### config.mk
export PLATFORM = sky130hd
export DESIGN_NAME = complex_mult_sequencer
export DESIGN_NICKNAME = d
export VERILOG_FILES = /design/src/rtl/complex_mult_sequencer_pkg.sv /design/src/rtl/complex_mult_sequencer_mult.sv /design/src/rtl/complex_mult_sequencer.sv
export SDC_FILE = /design/constraint.sdc
export NUM_CORES = 1
export LEC_CHECK = 0
export CORE_ASPECT_RATIO = 0.9
export CORE_MARGIN = 2
export CORE_UTILIZATION = 50
export CTS_CLUSTER_DIAMETER = 50
export CTS_CLUSTER_SIZE = 12
export DETAILED_ROUTE_END_ITERATION = 7
export PLACE_DENSITY = 0.7
export RECOVER_POWER = 100
export SYNTH_ARGS = -nofsm -noshare
export SYNTH_HDL_FRONTEND = slang
export SYNTH_SLANG_ARGS = --single-unit
export TNS_END_PERCENT = 1
### constraint.sdc
create_clock -name clk -period 13.4 [get_ports clk]
set_input_delay 3.35 -clock clk [delete_from_list [all_inputs] [get_ports clk]]
set_output_delay 3.35 -clock clk [all_outputs]
set_load 0.005 [all_outputs]
### src/rtl/complex_mult_sequencer_pkg.sv
// rtl/complex_mult_sequencer_pkg.sv - shared widths, FSM encoding and saturation limits
package complex_mult_sequencer_pkg;

  localparam int DEF_INT_W  = 3;
  localparam int DEF_FRAC_W = 13;
  localparam int DEF_W      = DEF_INT_W + DEF_FRAC_W;

  typedef enum logic [1:0] {
    ST_IDLE = 2'd0,
    ST_MUL  = 2'd1,
    ST_DONE = 2'd2
  } state_e;

  localparam logic [DEF_W-1:0] SAT_MAX_DEF = 16'h7FFF;
  localparam logic [DEF_W-1:0] SAT_MIN_DEF = 16'h8000;

  // Width-generic forms of the limits; callers size-cast to their own W.
  function automatic logic [31:0] sat_max(input int w);
    return (32'd1 << (w - 1)) - 32'd1;
  endfunction

  function automatic logic [31:0] sat_min(input int w);
    return 32'd1 << (w - 1);
  endfunction

endpackage

### src/rtl/complex_mult_sequencer_mult.sv
// rtl/complex_mult_sequencer_mult.sv - combinational signed fixed-point multiplier
module fixed_point_multiplier
  import complex_mult_sequencer_pkg::*;
#(
  parameter int INTEGER_WIDTH    = DEF_INT_W,
  parameter int FRACTIONAL_WIDTH = DEF_FRAC_W,
  localparam int W = INTEGER_WIDTH + FRACTIONAL_WIDTH
) (
  input  logic [W-1:0] a,
  input  logic [W-1:0] b,
  output logic [W-1:0] y
);

  logic signed [2*W-1:0] full;
  logic                  unused_bits;

  assign full = $signed(a) * $signed(b);

  // Keep the true sign, drop excess integer bits and truncate the fraction.
  assign y = {full[2*W-1], full[INTEGER_WIDTH+2*FRACTIONAL_WIDTH-2:FRACTIONAL_WIDTH]};

  assign unused_bits = ^{full[FRACTIONAL_WIDTH-1:0],
                         full[2*W-2:INTEGER_WIDTH+2*FRACTIONAL_WIDTH-1]};

endmodule

### src/rtl/complex_mult_sequencer.sv
// rtl/complex_mult_sequencer.sv - complex multiply over one shared multiplier, four steps per result
module complex_mult_sequencer
  import complex_mult_sequencer_pkg::*;
#(
  parameter int INTEGER_WIDTH    = DEF_INT_W,
  parameter int FRACTIONAL_WIDTH = DEF_FRAC_W,
  localparam int W = INTEGER_WIDTH + FRACTIONAL_WIDTH
) (
  input  logic         clk,
  input  logic         rst_n,
  input  logic [W-1:0] a_re,
  input  logic [W-1:0] a_im,
  input  logic [W-1:0] b_re,
  input  logic [W-1:0] b_im,
  input  logic         in_valid,
  output logic         in_ready,
  output logic [W-1:0] y_re,
  output logic [W-1:0] y_im,
  output logic         y_sat,
  output logic         out_valid,
  input  logic         out_ready,
  output logic         busy
);

  localparam logic [W-1:0] SAT_MAX = W'(sat_max(W));
  localparam logic [W-1:0] SAT_MIN = W'(sat_min(W));

  state_e       state_q, state_d;
  logic [1:0]   step_q, step_d;
  logic [W-1:0] ar_q, ar_d, ai_q, ai_d, br_q, br_d, bi_q, bi_d;
  logic [W-1:0] p0_q, p0_d, p1_q, p1_d, p2_q, p2_d;
  logic [W-1:0] y_re_q, y_re_d, y_im_q, y_im_d;
  logic         y_sat_q, y_sat_d;
  logic         out_valid_q, out_valid_d;
  logic         in_ready_q, in_ready_d;
  logic         busy_q, busy_d;

  logic [W-1:0] mult_a, mult_b, mult_y;
  logic [W:0]   re_sum, im_sum;
  logic         re_clamp, im_clamp;
  logic [W-1:0] re_sat, im_sat;

  always_comb begin
    mult_a = ar_q;
    mult_b = br_q;
    case (step_q)
      2'd0: begin mult_a = ar_q; mult_b = br_q; end
      2'd1: begin mult_a = ai_q; mult_b = bi_q; end
      2'd2: begin mult_a = ar_q; mult_b = bi_q; end
      2'd3: begin mult_a = ai_q; mult_b = br_q; end
      default: begin mult_a = ar_q; mult_b = br_q; end
    endcase
  end

  fixed_point_multiplier #(
    .INTEGER_WIDTH    (INTEGER_WIDTH),
    .FRACTIONAL_WIDTH (FRACTIONAL_WIDTH)
  ) u_mult (
    .a (mult_a),
    .b (mult_b),
    .y (mult_y)
  );

  // One guard bit: the top two bits disagree exactly when the W-bit range is exceeded.
  always_comb begin
    re_sum   = {p0_q[W-1], p0_q} - {p1_q[W-1], p1_q};
    im_sum   = {p2_q[W-1], p2_q} + {mult_y[W-1], mult_y};
    re_clamp = re_sum[W] ^ re_sum[W-1];
    im_clamp = im_sum[W] ^ im_sum[W-1];
    re_sat   = re_clamp ? (re_sum[W] ? SAT_MIN : SAT_MAX) : re_sum[W-1:0];
    im_sat   = im_clamp ? (im_sum[W] ? SAT_MIN : SAT_MAX) : im_sum[W-1:0];
  end

  always_comb begin
    state_d = state_q;
    step_d  = step_q;
    ar_d    = ar_q;
    ai_d    = ai_q;
    br_d    = br_q;
    bi_d    = bi_q;
    p0_d    = p0_q;
    p1_d    = p1_q;
    p2_d    = p2_q;
    y_re_d  = y_re_q;
    y_im_d  = y_im_q;
    y_sat_d = y_sat_q;
    case (state_q)
      ST_IDLE: begin
        if (in_valid && in_ready_q) begin
          ar_d    = a_re;
          ai_d    = a_im;
          br_d    = b_re;
          bi_d    = b_im;
          step_d  = 2'd0;
          state_d = ST_MUL;
        end
      end
      ST_MUL: begin
        step_d = step_q + 2'd1;
        case (step_q)
          2'd0: p0_d = mult_y;
          2'd1: p1_d = mult_y;
          2'd2: p2_d = mult_y;
          default: begin
            y_re_d  = re_sat;
            y_im_d  = im_sat;
            y_sat_d = re_clamp | im_clamp;
            step_d  = 2'd0;
            state_d = ST_DONE;
          end
        endcase
      end
      ST_DONE: begin
        if (out_ready) state_d = ST_IDLE;
      end
      default: begin
        state_d = ST_IDLE;
        step_d  = 2'd0;
      end
    endcase
    in_ready_d  = (state_d == ST_IDLE);
    busy_d      = (state_d != ST_IDLE);
    out_valid_d = (state_d == ST_DONE);
  end

  always_ff @(posedge clk or negedge rst_n) begin
    if (!rst_n) begin
      state_q     <= ST_IDLE;
      step_q      <= 2'd0;
      ar_q        <= '0;
      ai_q        <= '0;
      br_q        <= '0;
      bi_q        <= '0;
      p0_q        <= '0;
      p1_q        <= '0;
      p2_q        <= '0;
      y_re_q      <= '0;
      y_im_q      <= '0;
      y_sat_q     <= 1'b0;
      out_valid_q <= 1'b0;
      in_ready_q  <= 1'b1;
      busy_q      <= 1'b0;
    end else begin
      state_q     <= state_d;
      step_q      <= step_d;
      ar_q        <= ar_d;
      ai_q        <= ai_d;
      br_q        <= br_d;
      bi_q        <= bi_d;
      p0_q        <= p0_d;
      p1_q        <= p1_d;
      p2_q        <= p2_d;
      y_re_q      <= y_re_d;
      y_im_q      <= y_im_d;
      y_sat_q     <= y_sat_d;
      out_valid_q <= out_valid_d;
      in_ready_q  <= in_ready_d;
      busy_q      <= busy_d;
    end
  end

  assign in_ready  = in_ready_q;
  assign y_re      = y_re_q;
  assign y_im      = y_im_q;
  assign y_sat     = y_sat_q;
  assign out_valid = out_valid_q;
  assign busy      = busy_q;

endmodule

# ---- After elaboration in Yosys (flattened, before gate mapping)
# Index checks and enable logic that the tools add are counted.
dict set report totals {
  out_inout_bits 36
  register_bits 152
  in_bits 68
}
dict set report op_classes {
  muxes 13
  add_sub_neg 3
  n_mul 1
  bitwise_logic 5
  reduce_logical 16
  eq_ne 7
}
# cell n
set op_table {}
lappend op_table {{2-to-1 mux 16 bit} 4}
lappend op_table {{one-hot mux 16 bit (2 select lines)} 2}
lappend op_table {{multiplier 16 x 16 -> 32 bit} 1}
lappend op_table {{adder 16 x 16 -> 17 bit} 1}
lappend op_table {{subtractor 16 x 16 -> 17 bit} 1}
lappend op_table {{one-hot mux 2 bit (3 select lines)} 2}
lappend op_table {{AND reduction 2 bit} 6}
lappend op_table {{2-to-1 mux 2 bit} 5}
lappend op_table {{== test 2 bit, second input constant} 4}
lappend op_table {{OR reduction 2 bit} 4}
lappend op_table {{logical NOT 2 bit} 3}
lappend op_table {{== test 2 x 1 -> 1 bit, second input constant} 2}
lappend op_table {{OR reduction 3 bit} 1}
lappend op_table {{adder 2 x 1 -> 2 bit, second input constant} 1}
lappend op_table {{!= test 2 bit, second input constant} 1}
lappend op_table {{inverter 1 bit} 2}
lappend op_table {{nonzero test 2 bit} 1}
lappend op_table {{bitwise XOR 1 bit} 2}
lappend op_table {{logical AND 1 bit} 1}
lappend op_table {{OR 1 bit} 1}

# ---- Depth between registers and ports, before layout
dict set report depth {
  word_depth 7
  ltp_mapped 41
  mapped_depth_nobuf 37
}

# ---- Modules after synthesis
# From an unflattened synthesis, not the netlist that was laid out.
dict set report hier_totals {
  cells_unflattened 1746
  hier_area_um2 17556.8
}
# mod cells_per_inst area_each_um2 n_inst seq_area_each_um2
set by_module_without_submodules {}
lappend by_module_without_submodules {fixed_point_multiplier 1057 9606.7 1 0.0}
lappend by_module_without_submodules {complex_mult_sequencer 689 7950.1 1 3804.9}

# ---- Worst setup path before layout
# No wires, ideal clock.
dict set report synth_timing {
  kind {register to register}
  startpoint {register step_q[1]}
  endpoint {register y_im_q[10] (netlist: y_im[10])}
  setup_slack_ns 4.137
  arrival_time_ns 9.137
  setup_ns 0.126
  path_stages_with_launch 38
  period_less_slack_ns 9.263
  required_time_ns 13.274
  cell_sequence {dfrtp_1 > inv_1 > ha_1 > nor2_1 > buf_1 > buf_1 > mux2i_1 > nor2_1 > fa_1 > inv_1 > fa_1 > fa_1 > inv_1 > fa_1 > fa_1 > inv_1 > fa_1 > inv_1 > [... 2 more ...] > o21ai_0 > o211ai_1 > nand2_1 > or2_2 > nor2_1 > o21bai_1 > xnor2_1 > inv_1 > ha_1 > a21o_1 > a21o_1 > a211oi_1 > o31ai_1 > a31oi_1 > o31ai_1 > a31oi_1 > buf_2 > a21oi_1}
}
dict set report synth_via {
  elab_chain_cells 7
  word_cells_on_any_way 18
  classes_between {add/sub: 1; mul: 1; eq/ne: 3; mux: 4; bitwise: 2; reduce/logical: 7}
}
# item line
set synth_rtl {}
lappend synth_rtl {{start: declaration} complex_mult_sequencer.sv:29} ;# logic [1:0] step_q, step_d;
lappend synth_rtl {{start signal: assignment} complex_mult_sequencer.sv:145} ;# step_q <= step_d;
lappend synth_rtl {{== test 2 x 1 -> 1 bit (tied with other cells)} complex_mult_sequencer.sv:46} ;# case (step_q)
lappend synth_rtl {{OR reduction 2 bit (no source line)} --}
lappend synth_rtl {{one-hot mux 16 bit (2 select lines)} complex_mult_sequencer.sv:46}
lappend synth_rtl {{multiplier 16 x 16 -> 32 bit *} complex_mult_sequencer_mult.sv:17} ;# assign full = $signed(a) * $signed(b);
lappend synth_rtl {{net mult_y[10]} complex_mult_sequencer.sv:38} ;# logic [W-1:0] mult_a, mult_b, mult_y;
lappend synth_rtl {{adder 16 x 16 -> 17 bit *} complex_mult_sequencer.sv:67} ;# im_sum = {p2_q[W-1], p2_q} + {mult_y[W-1], mult_y};
lappend synth_rtl {{2-to-1 mux 16 bit / bitwise XOR 1 bit (equally long branches)} {complex_mult_sequencer.sv:71, complex_mult_sequencer.sv:69}}
lappend synth_rtl {{2-to-1 mux 16 bit *} complex_mult_sequencer.sv:71} ;# im_sat = im_clamp ? (im_sum[W] ? SAT_MIN : SAT_MAX) : im_sum[W-1:0];
lappend synth_rtl {{end signal: assignment} complex_mult_sequencer.sv:154} ;# y_im_q <= y_im_d;
lappend synth_rtl {{end: declaration} complex_mult_sequencer.sv:32} ;# logic [W-1:0] y_re_q, y_re_d, y_im_q, y_im_d;
# The timed path passes the listed nets; every way through them passes the cells marked *.
# A chain may end at the register's enable or synchronous reset.

# ---- Worst setup path after layout
dict set report layout_timing {
  startpoint {register step_q[0]}
  endpoint {register y_im_q[11] (netlist: y_im[11])}
}
# Same word-level chain as after synthesis.

==> implementation parameters <==
Parameter                              Value

Global route
  First-pass GRT wire length    68.47 mm
  Initial antenna violation count    0
  Number of global-route vias before repair    13320
  Overflow left after global routing    0
  GRT Overall Usage    0.2485
  Pin count of the biggest net entering global routing    88

STA
  F_max    slightly below 0.09 GHz
  Transition at the pin with the smallest max-transition slack    4.989 ns
  Maximum clock skew at final layout    0.01287 ns
  Number of failing hold endpoints at the final stage    0
  Final Critical Period    11.33 ns
  Final setup violation count    0
  Post-route fraction of the period consumed by the critical path    0.8458
  Max Slew Vio Count    221
  Relative max-transition margin    -2.326
  Setup repair after global routing missed its margin    false
  Total negative slack for setup checks    0 ns

Logic synthesis
  Mean post-synth cell area    around 9.6 sq um
  Async S/R FF share, synth    1.000
  Dominant combinational cell family by area after synthesis    adder cells
  Most used DFF post-synth    sky130_fd_sc_hd__dfrtp_1
  Sequential area share after synthesis    0.2219
  Post-synth cell types    61
  Mux cell area share after synthesis    0.07857
  Number of synthesized register bits    roughly 150
  Yosys synthesis warning count    0
  Parity-gate share of the synthesized area counting xor and xnor cells    0.02546
  Number of instances in the synthesized netlist    1791
  Adder-cell area share of the yosys netlist    0.3961
  Simple-gate share of the synthesized area    0.1126
  Post-synthesis net count    2241
  Compound-Gate Fraction of Synth Area    0.07383
  Post-synth EDFFs    0
  Mapped Area    17150 sq um

Min path
  Worst hold path endpoint    y_im[15]$_DFFE_PN0P_
  Start point of the worst hold path    y_im[15]$_DFFE_PN0P_
  Classification of the worst-slack hold path    flop to flop
  Hold Path Depth    2

Clock tree
  Clock tree sinks    between 150 and 200
  Clock Pin Slew Worst Setup and Hold Paths    roughly 0.07 ns
  Later-pin clock latency in the skew report    0.45 ns
  Buffer depth of the longest clock path    2
  Maximum level of the CTS H-tree    4
  Number of buffers added by the clock tree synthesis step    17
  CTS tree    done
  Number of buffers inserted for hold repair after clock tree synthesis    0
  Resized cells post-CTS    0
  Cell at the root of the clock tree    sky130_fd_sc_hd__clkbuf_16
  Setup Buffers After CTS    0

Routing
  Met1 wire length    17.53 mm
  Post-route DRC violation count    0
  Total length of routed met3 wires    roughly 2.9 mm
  Uppermost routed layer    met4
  DRC violation total after the first TritonRoute iteration    699
  Number of routed nets with antenna violations    0
  Via density per instance    5.297
  Routed wire length    about 41 mm
  Average routed wire per standard cell    17.37 microns
  Met2 wire len    19.20 mm
  Length of the first detailed-routing pass in iterations    5
  Total vias in the final route    12430

Worst setup path
  Count of cells along the worst register-to-register path    31
  Setup crit start kind    flop
  Cell with the most instances on the worst path    sky130_fd_sc_hd__fa_1
  Cell type of the slowest stage on the worst timing path    sky130_fd_sc_hd__a31oi_1
  Required time worst endpoint    13.67 ns
  Slowest cell delay on critical path    slightly above 1 ns
  Endpoint type of the worst setup path    flop
  Cell class contributing the biggest share of worst-path delay    adder cells
  Reg-to-Reg End    y_im[11]$_DFFE_PN0P_
  Arrival time of data at the critical path endpoint    11.60 ns
  Biggest fanout along the worst timing path    29
  Critical path buffer and inverter count    7
  Worst R2R Setup Slack    between 2 and 2.5 ns
  Worst flop-to-flop path startpoint    step_q[0]$_DFFE_PN0P_
  Category of the most critical setup path    flop to flop

Outcome
  Status    complete, but fails checks
  Violated checks    capacitance limit, slew limit

Placement
  Routability-driven placement congestion ratio    0.9675
  Number of port buffers    103
  Post-DP HPWL    32.61 mm

Die
  Total Die Area    35800 sq um
  Std cell rows    between 60 and 70
  Chip Width    between 150 and 200 microns
  Initial standard-cell utilization of the core    0.5063
  Core box area    between 30000 and 40000 sq um
  Vertical extent of the die    179.7 microns
  I/O pin count    104

Final layout
  NumNets Final    roughly 2300
  Area growth from synthesis to layout    12.11%
  # fillers    2990
  Layout cell share with drive strength beyond 1    0.08015

Flow run
  Max-cap violations    3
-- cell type report --
type                            count  area (sq um)  share of cell area
Clock buffer                       18         439.2             0.02284
Inverter                          360          1351             0.07028
Multi-Input combinational cell   1225         11760              0.6116
Tap cell                          462         578.1             0.03006
Sequential cell                   152          3805              0.1979
Timing Repair Buffer              115          1107             0.05759
Clock inverter                     14         185.2            0.009631
Antenna cell                        1         2.502           0.0001301
-- logic make-up after synthesis --
logic type,Yosys count
simple gates,466
buf+inv,414
fa+ha+maj,386
compound gates,201
flops,152
mux,123
xor+xnor,49
-- worst max-delay path by stage --
| stage | depth (start not counted) | slack [ns] | endpoint | start |
|---|---|---|---|---|
| final | 31 | 2.07 | y_im[11]$_DFFE_PN0P_ | step_q[0]$_DFFE_PN0P_ |
| after global routing | 31 | 1.35 | y_im[6]$_DFFE_PN0P_ | step_q[0]$_DFFE_PN0P_ |
| after CTS | 31 | 2.23 | y_im[9]$_DFFE_PN0P_ | step_q[0]$_DFFE_PN0P_ |
| after detailed placement | 31 | 2.29 | y_im[9]$_DFFE_PN0P_ | step_q[0]$_DFFE_PN0P_ |
| after global placement | 31 | 2.59 | y_im[1]$_DFFE_PN0P_ | step_q[0]$_DFFE_PN0P_ |
| after floorplan | 37 | 4.14 | y_im[10]$_DFFE_PN0P_ | step_q[1]$_DFFE_PN0P_ |
-- layer usage --
metal,global-route usage,up-vias
met5,0,-
met4,0.08567,0
met3,0.05460,84
met2,0.3993,424
met1,0.3333,6174
li1,-,5750
-- per-stage QoR --
| stage | area, sq um | std cells | hold WS [ns] | utilization | setup slack (ns) |
|---|---|---|---|---|---|
| after floorplan | 17150 | 1791 | 0.4498 | - | 4.137 |
| after global placement | 18650 | 2314 | 0.4566 | 0.5505 | 2.589 |
| after detailed placement | 18650 | 2314 | 0.4690 | 0.5505 | 2.288 |
| after CTS | 19270 | 2346 | 0.4833 | 0.5689 | 2.230 |
| after global routing | 19220 | 2346 | 0.5122 | 0.5676 | 1.349 |
| final | 19230 | 2347 | 0.4675 | 0.5676 | 2.066 |
-- cell usage after synthesis (24+ instances only) --
cell / number / area (sq um)
sky130_fd_sc_hd__inv_1: 359 / 1348
sky130_fd_sc_hd__fa_1: 263 / 5265
sky130_fd_sc_hd__nand2_1: 217 / 814.5
sky130_fd_sc_hd__nor2_1: 170 / 638.1
sky130_fd_sc_hd__dfrtp_1: 151 / 3779
sky130_fd_sc_hd__ha_1: 119 / 1489
sky130_fd_sc_hd__mux2_2: 93 / 1047
sky130_fd_sc_hd__o21ai_0: 68 / 340.3
sky130_fd_sc_hd__clkbuf_1: 46 / 172.7
sky130_fd_sc_hd__a21oi_1: 40 / 200.2
sky130_fd_sc_hd__xnor2_1: 35 / 306.5
sky130_fd_sc_hd__mux2i_1: 30 / 300.3
sky130_fd_sc_hd__a21o_1: 24 / 180.2
-- layout by cell type (no fill, tap or decap), types with 6 or more instances in the layout --
| cell | netlist | final |
|---|---|---|
| sky130_fd_sc_hd__or2_2 | 10 | 10 |
| sky130_fd_sc_hd__nand2_1 | 217 | 217 |
| sky130_fd_sc_hd__nand2b_1 | 6 | 6 |
| sky130_fd_sc_hd__a31oi_1 | 7 | 7 |
| sky130_fd_sc_hd__a21oi_1 | 40 | 40 |
| sky130_fd_sc_hd__mux2_2 | 93 | 92 |
| sky130_fd_sc_hd__clkbuf_16 | 0 | 17 |
| sky130_fd_sc_hd__or3_1 | 6 | 6 |
| sky130_fd_sc_hd__o21ai_0 | 68 | 72 |
| sky130_fd_sc_hd__a211oi_1 | 15 | 15 |
| sky130_fd_sc_hd__dfrtp_1 | 151 | 151 |
| sky130_fd_sc_hd__clkdlybuf4s50_1 | 0 | 64 |
| sky130_fd_sc_hd__xnor2_1 | 35 | 35 |
| sky130_fd_sc_hd__a21o_1 | 24 | 24 |
| sky130_fd_sc_hd__o21a_1 | 9 | 9 |
| sky130_fd_sc_hd__inv_1 | 359 | 359 |
| sky130_fd_sc_hd__nor2_1 | 170 | 169 |
| sky130_fd_sc_hd__xor2_1 | 13 | 14 |
| sky130_fd_sc_hd__and2_1 | 6 | 6 |
| sky130_fd_sc_hd__o211ai_1 | 7 | 7 |
| sky130_fd_sc_hd__nand3_1 | 19 | 19 |
| sky130_fd_sc_hd__ha_1 | 119 | 119 |
| sky130_fd_sc_hd__mux2i_1 | 30 | 30 |
| sky130_fd_sc_hd__nor3_1 | 8 | 8 |
| sky130_fd_sc_hd__buf_4 | 1 | 10 |
| sky130_fd_sc_hd__dlygate4sd3_1 | 0 | 38 |
| sky130_fd_sc_hd__fa_1 | 263 | 263 |
-- worst reg2reg max path, delay by kind of cell, from the launching register on --
| family | cells | cell delay (ns) |
|---|---|---|
| compound gates | 7 | 2.52 |
| xor+xnor | 1 | 0.36 |
| fa+ha+maj | 9 | 3.75 |
| buf+inv | 7 | 1.39 |
| flops | 1 | 0.45 |
| mux | 1 | 0.97 |
| simple gates | 6 | 1.70 |
-- sequential cells by signal, summed over array words and instances (netlist names) --
| register | count |
|---|---|
| ai_q | 16 |
| ar_q | 16 |
| bi_q | 16 |
| br_q | 16 |
| busy | 1 |
| in_ready | 1 |
| out_valid | 1 |
| p0_q | 16 |
| p1_q | 16 |
| p2_q | 16 |
| state_q | 2 |
| step_q | 2 |
| y_im | 16 |
| y_re | 16 |
| y_sat | 1 |
Power is left out: the tool's default activity adds up to more than one toggle a clock period on the data nets, which glitch-free logic cannot reach.
